[config.mk]
export PLATFORM = sky130hd
export DESIGN_NAME = dpram_arb_flat
export DESIGN_NICKNAME = d
export VERILOG_FILES = /design/src/rtl/dpram_arb_if.sv /design/src/rtl/dpram_arb.sv /design/src/flat_wrapper.sv
export SDC_FILE = /design/constraint.sdc
export NUM_CORES = 1
export LEC_CHECK = 0
export CAP_MARGIN = 20
export CORE_AREA = 2 2 79 81
export CTS_CLUSTER_SIZE = 24
export DETAILED_ROUTE_END_ITERATION = 10
export DIE_AREA = 0 0 81 83
export GPL_TIMING_DRIVEN = 0
export PLACE_DENSITY = 0.73
export SYNTH_ARGS = -nofsm -noshare
export SYNTH_HDL_FRONTEND = slang
export SYNTH_SLANG_ARGS = --single-unit
[constraint.sdc]
create_clock -name clk -period 2.1 [get_ports clk]
set_input_delay 0.315 -clock clk [delete_from_list [all_inputs] [get_ports clk]]
set_output_delay 0.315 -clock clk [all_outputs]
set_load 0.02 [all_outputs]
[src/rtl/dpram_arb_if.sv]
// Two-port request/response bundle for dpram_arb: per-port request, write data,
// handshake ready and read-return signals.
interface dpram_arb_if #(
    parameter int DATA_W = 4,
    parameter int ADDR_W = 3
);
    logic              p0_req;
    logic              p0_we;
    logic [ADDR_W-1:0] p0_addr;
    logic [DATA_W-1:0] p0_wdata;
    logic              p0_ready;
    logic              p0_rvalid;
    logic [DATA_W-1:0] p0_rdata;

    logic              p1_req;
    logic              p1_we;
    logic [ADDR_W-1:0] p1_addr;
    logic [DATA_W-1:0] p1_wdata;
    logic              p1_ready;
    logic              p1_rvalid;
    logic [DATA_W-1:0] p1_rdata;

    modport master (
        output p0_req, p0_we, p0_addr, p0_wdata,
        output p1_req, p1_we, p1_addr, p1_wdata,
        input  p0_ready, p0_rvalid, p0_rdata,
        input  p1_ready, p1_rvalid, p1_rdata
    );

    modport slave (
        input  p0_req, p0_we, p0_addr, p0_wdata,
        input  p1_req, p1_we, p1_addr, p1_wdata,
        output p0_ready, p0_rvalid, p0_rdata,
        output p1_ready, p1_rvalid, p1_rdata
    );
endinterface

[src/rtl/dpram_arb.sv]
// Arbitrated dual-port RAM: clears itself after reset, then serves two ports with
// read-first semantics; port 0 wins same-address write-write conflicts.
module dpram_arb #(
    parameter int DATA_W  = 4,
    parameter int ADDR_W  = 3,
    parameter int OUT_REG = 0
) (
    input  logic         clk,
    input  logic         rst,
    dpram_arb_if.slave   bus,
    output logic         init_done,
    output logic         collision
);
    localparam int DEPTH = 2 ** ADDR_W;

    typedef enum logic {INIT, RUN} state_t;

    state_t                  state;
    logic [ADDR_W-1:0]       init_cnt;
    logic [DATA_W-1:0]       mem [DEPTH];
    logic                    run;
    logic                    conflict;
    logic                    acc0;
    logic                    acc1;
    logic [1:0]              rd_acc;
    logic [1:0]              s1_v;
    logic [1:0]              s2_v;
    logic [1:0][DATA_W-1:0]  s1_data;
    logic [1:0][DATA_W-1:0]  s2_data;
    logic [1:0]              out_v;
    logic [1:0][DATA_W-1:0]  out_d;
    logic                    coll_q;

    // rst gates the combinational handshake so every output is 0 while it is held
    assign run      = (state == RUN) && !rst;
    assign conflict = run && bus.p0_req && bus.p0_we && bus.p1_req && bus.p1_we
                      && (bus.p0_addr == bus.p1_addr);
    assign acc0     = run && bus.p0_req;
    assign acc1     = run && bus.p1_req && !conflict;
    assign rd_acc   = {acc1 && !bus.p1_we, acc0 && !bus.p0_we};

    assign bus.p0_ready = run;
    assign bus.p1_ready = run && !conflict;

    always_ff @(posedge clk) begin
        if (!rst) begin
            if (state == INIT) begin
                mem[init_cnt] <= '0;
            end else begin
                if (acc0 && bus.p0_we) mem[bus.p0_addr] <= bus.p0_wdata;
                if (acc1 && bus.p1_we) mem[bus.p1_addr] <= bus.p1_wdata;
            end
        end
    end

    always_ff @(posedge clk) begin
        if (rst) begin
            state    <= INIT;
            init_cnt <= '0;
            s1_v     <= '0;
            s2_v     <= '0;
            s1_data  <= '0;
            s2_data  <= '0;
            coll_q   <= 1'b0;
        end else begin
            case (state)
                INIT: begin
                    init_cnt <= init_cnt + ADDR_W'(1);
                    if (init_cnt == '1) state <= RUN;
                end
                RUN: state <= RUN;
                default: state <= INIT;
            endcase
            coll_q <= conflict;
            // Non-blocking read of mem gives pre-write data on same-edge collisions
            s1_v <= rd_acc;
            if (rd_acc[0]) s1_data[0] <= mem[bus.p0_addr];
            if (rd_acc[1]) s1_data[1] <= mem[bus.p1_addr];
            s2_v <= s1_v;
            if (s1_v[0]) s2_data[0] <= s1_data[0];
            if (s1_v[1]) s2_data[1] <= s1_data[1];
        end
    end

    assign out_v = (OUT_REG != 0) ? s2_v    : s1_v;
    assign out_d = (OUT_REG != 0) ? s2_data : s1_data;

    assign bus.p0_rvalid = out_v[0] && !rst;
    assign bus.p1_rvalid = out_v[1] && !rst;
    assign bus.p0_rdata  = rst ? '0 : out_d[0];
    assign bus.p1_rdata  = rst ? '0 : out_d[1];
    assign init_done     = (state == RUN) && !rst;
    assign collision     = coll_q && !rst;
endmodule

[src/flat_wrapper.sv]
// flat-port wrapper written by rule: the top's interface ports become plain ports
module dpram_arb_flat 
#(
    parameter int DATA_W  = 4,
    parameter int ADDR_W  = 3,
    parameter int OUT_REG = 0
)
  (clk, rst, init_done, collision, bus_p0_req, bus_p0_we, bus_p0_addr, bus_p0_wdata, bus_p1_req, bus_p1_we, bus_p1_addr, bus_p1_wdata, bus_p0_ready, bus_p0_rvalid, bus_p0_rdata, bus_p1_ready, bus_p1_rvalid, bus_p1_rdata);
  dpram_arb_if #(.DATA_W(DATA_W), .ADDR_W(ADDR_W)) bus_i ();
  input  logic clk;
  input  logic rst;
  output logic init_done;
  output logic collision;
  input wire logic [$bits(bus_i.p0_req)-1:0] bus_p0_req;
  input wire logic [$bits(bus_i.p0_we)-1:0] bus_p0_we;
  input wire logic [$bits(bus_i.p0_addr)-1:0] bus_p0_addr;
  input wire logic [$bits(bus_i.p0_wdata)-1:0] bus_p0_wdata;
  input wire logic [$bits(bus_i.p1_req)-1:0] bus_p1_req;
  input wire logic [$bits(bus_i.p1_we)-1:0] bus_p1_we;
  input wire logic [$bits(bus_i.p1_addr)-1:0] bus_p1_addr;
  input wire logic [$bits(bus_i.p1_wdata)-1:0] bus_p1_wdata;
  output wire logic [$bits(bus_i.p0_ready)-1:0] bus_p0_ready;
  output wire logic [$bits(bus_i.p0_rvalid)-1:0] bus_p0_rvalid;
  output wire logic [$bits(bus_i.p0_rdata)-1:0] bus_p0_rdata;
  output wire logic [$bits(bus_i.p1_ready)-1:0] bus_p1_ready;
  output wire logic [$bits(bus_i.p1_rvalid)-1:0] bus_p1_rvalid;
  output wire logic [$bits(bus_i.p1_rdata)-1:0] bus_p1_rdata;
  assign bus_i.p0_req = bus_p0_req;
  assign bus_i.p0_we = bus_p0_we;
  assign bus_i.p0_addr = bus_p0_addr;
  assign bus_i.p0_wdata = bus_p0_wdata;
  assign bus_i.p1_req = bus_p1_req;
  assign bus_i.p1_we = bus_p1_we;
  assign bus_i.p1_addr = bus_p1_addr;
  assign bus_i.p1_wdata = bus_p1_wdata;
  assign bus_p0_ready = bus_i.p0_ready;
  assign bus_p0_rvalid = bus_i.p0_rvalid;
  assign bus_p0_rdata = bus_i.p0_rdata;
  assign bus_p1_ready = bus_i.p1_ready;
  assign bus_p1_rvalid = bus_i.p1_rvalid;
  assign bus_p1_rdata = bus_i.p1_rdata;
  dpram_arb #(.DATA_W(DATA_W), .ADDR_W(ADDR_W), .OUT_REG(OUT_REG)) u_core (.clk(clk), .rst(rst), .bus(bus_i), .init_done(init_done), .collision(collision));
endmodule
== Yosys cells after proc, flatten, opt, wreduce, memory -nomap -nowiden ==
Memory sizes are Yosys's and may differ from the RTL's. A register that Yosys moved wholly into a read port is not among the register bits.
Cells that the tools add are included.
Word-level totals
  register bits after elaboration: 7
  latch bits: 0
  bits in writable memories: 32
  bits in read-only memories: 0
  input port bits: 20
  output and inout port bits: 14
  logic and storage cells: 47
  memories: 1
Memory list
  u_core.mem: words 8, bits a word 4, read ports 2, clocked after memory_dff 2, wr ports 2, RTL line dpram_arb.sv:20  | logic [DATA_W-1:0] mem [DEPTH];
Cells by class
  $add $sub $neg: 1
  multiply operators: 0
  div/mod/pow operators: 0
  magnitude comparators: 0
  eq/ne operators: 2
  shift operators: 0
  mux-type cells: 18
  bitwise gates (word level): 1
  reductions and logical operators: 20
Operators with widths (count)
  logical AND 1 bit: 15
  two-way mux 1 bit: 13
  two-way mux 4 bit: 3
  zero test 1 bit: 4
  OR reduction 4 bit: 1
  adder 3 x 1 -> 3 bit (second input constant): 1
  == test 3 bit: 1
  == test 3 bit (second input constant): 1
  two-way mux 3 bit: 1
  case mux 1 bit (2 select lines): 1
  inverter 1 bit: 1

== Logic depth before layout (Yosys ltp) ==
  depth after elaboration: 14
  depth in mapped cells: 7
  gate-level depth less buffers: 6

== Least setup slack after synthesis ==
Ideal clock, no wire load.
  kind: in2reg
  start: input port bus_p0_addr[0]
  end: memory u_core.mem[5][0], data pin
  setup time: 0.260 ns
  arrival time: 1.706 ns
  data required time: 1.840 ns
  setup slack: 0.134 ns
  stages: 6
  buffers on the path: 2
  cell sequence: buf_2 xor2_1 o41a_1 and3_1 buf_6 mux2_4
RTL lines
  start, declared: RTL line flat_wrapper.sv:16  | input wire logic [$bits(bus_i.p0_addr)-1:0] bus_p0_addr;
  end, declared: RTL line dpram_arb.sv:20

==> qor.yml <==
worst_pin_slew_ns: 0.590
setup_viol_count_final: 0
fmax_mhz: 490
ys_ff_latch: 47
via_per_inst: 5.80
ant_nets: 0
grt_pass1_vias: 1931
path_max_fanout: 5
synth_ff_type: "edfxtp_1"
cts.sinks: 47
finalClockSkew_ns: 0.00507
ys_warn_count: 0
drv_cap: 0
cpMaxStageDelayCell: "o41a_1"
gp_congestion: 0.918
hpwl_mm: 5.09
path_clk_slew_ns: 0.08
areaGrowthSynthToFinish_pct: 17.9
clk_path_buf_depth: 2
ir_drop_mv: 0.299
async_flop_share: 0
hold_buffers: 0
syn_area_um2: 2940
yosysTopAreaCell: "edfxtp_1"
die_width_um: 81
wl_mm: 6.68
drc_errors: 0
period_share: 0.971
diodes: 0
finalInstanceArea_um2: 3460
antenna_found_initial: 0
first_pass_iters: 4
fin_crit_ns: 2.04
power.density_nw_per_um2: 508
ys_seq_area_frac: 0.429
yosys-top-cells-area: "edfxtp_1 33%, dfxtp_1 10%, mux4_2 8.4%"
grt_max_degree: 14
maxSlewHeadroom: 0.607
final_hold_viol_count: 0
cpLargestDelayFamily: "compound AO/OA/AOI/OAI gates"
die_h_um: 83
cts_tree: "yes"
startpoint_type: "flip-flop"
hold_class: "reg2reg"
synth_nets: 250
total_leakage_power_nw: 1.36
drt-wirelength-per-cell_um: 19.4
outcome: "finished, final reports clean"
path_buf_inv: 1
synthCells: 228
nets: 290
place_area_um2: 3330
avgSynthCellArea_um2: 12.9
fp-row-count: 28
fin_worst_hold_slack_ns: 0.454
synth.top_cell.area_share: 0.327
crit_required_ns: 2.15
cp.arrival_ns: 2.09
power_mw: 1.76
dieArea_um2: 6720
synth-edff-count: 32
maxSlewViolCount: 0
setup_tns_ns: 0
htree_levels: 2
grt_pass1_wl_mm: 10.1
start_util: 0.505
core_area_um2: 5820
fill_cells: 487
worstSetupEndpointType: "flip-flop"
drtIter0Drc: 141
critical_path_class: "reg2reg"
reg2reg_slack_ns: 0.06
grtUsageTotal: 0.206
clock_latency_ns: 0.30
root_buffer: "clkbuf_8"
gr-total-overflow: 0
slowest_delay_ns: 0.51
cts_buffers: 5
synth_cell_type_count: 43
via_count: 1994
crit_chain: "buf_6, nand4b_4, o41a_1, nand3b_1, mux2_2"
pin_count: 34
io_buffers: 30
drive_above_1_share: 0.260
rsz0062_at_grt: "false"
==> per-stage QoR <==
step	utilization	worst slack, ns	cells
final	0.596	0.0610	344
after global routing	0.596	0.0120	344
after CTS	0.596	0.0156	344
after detailed placement	0.573	-0.657	333
after global placement	0.573	-0.559	333
after floorplan	-	0.134	228
==> synthesized netlist by cell type, types with 7 or more instances <==
master / n
nor2b_1: 13
mux4_2: 11
mux2_1: 11
mux2_4: 13
edfxtp_1: 32
clkbuf_1: 9
a21oi_1: 7
dfxtp_1: 15
mux2i_1: 16
nor2_1: 14
mux2_2: 8
==> registers in the layout, indices dropped and copies added (netlist names) <==
name / count
u_core.coll_q: 1
u_core.init_cnt: 3
u_core.mem: 32
u_core.out_d: 8
u_core.out_v: 2
u_core.state: 1
==> cells by family (layout without fill, tap and decap cells) <==
group / after synthesis / in the layout / share of synthesized area
fa+ha+maj: 2 / 2 / 0.00851
flops: 47 / 47 / 0.429
compound gates: 32 / 32 / 0.0826
buf+inv: 24 / 65 / 0.0498
mux: 59 / 59 / 0.278
xor+xnor: 4 / 4 / 0.0119
simple gates: 60 / 60 / 0.140
==> what timing repair did <==
item | in CTS | in global routing
gates resized for setup | 25 | 3
setup endpoints to repair | 78 | 3
pin swaps | 1 | 1
setup buffers | 3 | 0
==> area by class of cell <==
class                   count  area [um2]  share of cell area
multi-input cells         157        1560               0.451
clock buffers               6        72.6              0.0209
clock inverters             2        7.51             0.00217
plain buffers              20         140              0.0404
flip-flops and latches     47        1260               0.364
repair buffers             33         312              0.0899
well taps                  75        93.8              0.0271
inverters                   4        15.0             0.00433
==> per-layer routing <==
layer	vias to the layer above	wire, um	track usage
met1	951	2650	0.251
met3	17	411	0.0446
met5	-	0	0
met2	82	3400	0.352
met4	0	210	0.0801
li1	944	-	-
==> layout by cell type, fill, tap and decap left out, types with 8 or more instances in the layout <==
master and instances:
clkdlybuf4s50_1 18, nor2b_1 12, dlygate4sd2_1 9, mux4_2 11
nor2_1 14, mux2_1 11, dfxtp_1 15, mux2_4 13
edfxtp_1 32, mux2i_1 16, mux2_2 8
==> worst register-to-register path: stages (launching register included) <==
cell	delay, ns
dfxtp_1	0.33
buf_6	0.11
nand4b_4	0.11
o41a_1	0.51
nand3b_1	0.35
mux2_2	0.38
==> worst paths after layout <==
check                                     start                to  depth (start not counted)
worst min-delay path            u_core.out_d[4]   u_core.out_d[4]                          2
worst max-delay path               u_core.state  u_core.mem[1][3]                          5
worst min register to register  u_core.out_d[4]   u_core.out_d[4]                          2
worst max register to register     u_core.state  u_core.mem[1][3]                          5
==> where the power goes <==
part,leakage [nW],switching [mW],internal [mW]
Sequential,0.383,0.0190,1.01
Clock,0.0403,0.281,0.227
Combinational,0.934,0.122,0.103
Note: power is estimated with default switching activity, not from simulation.
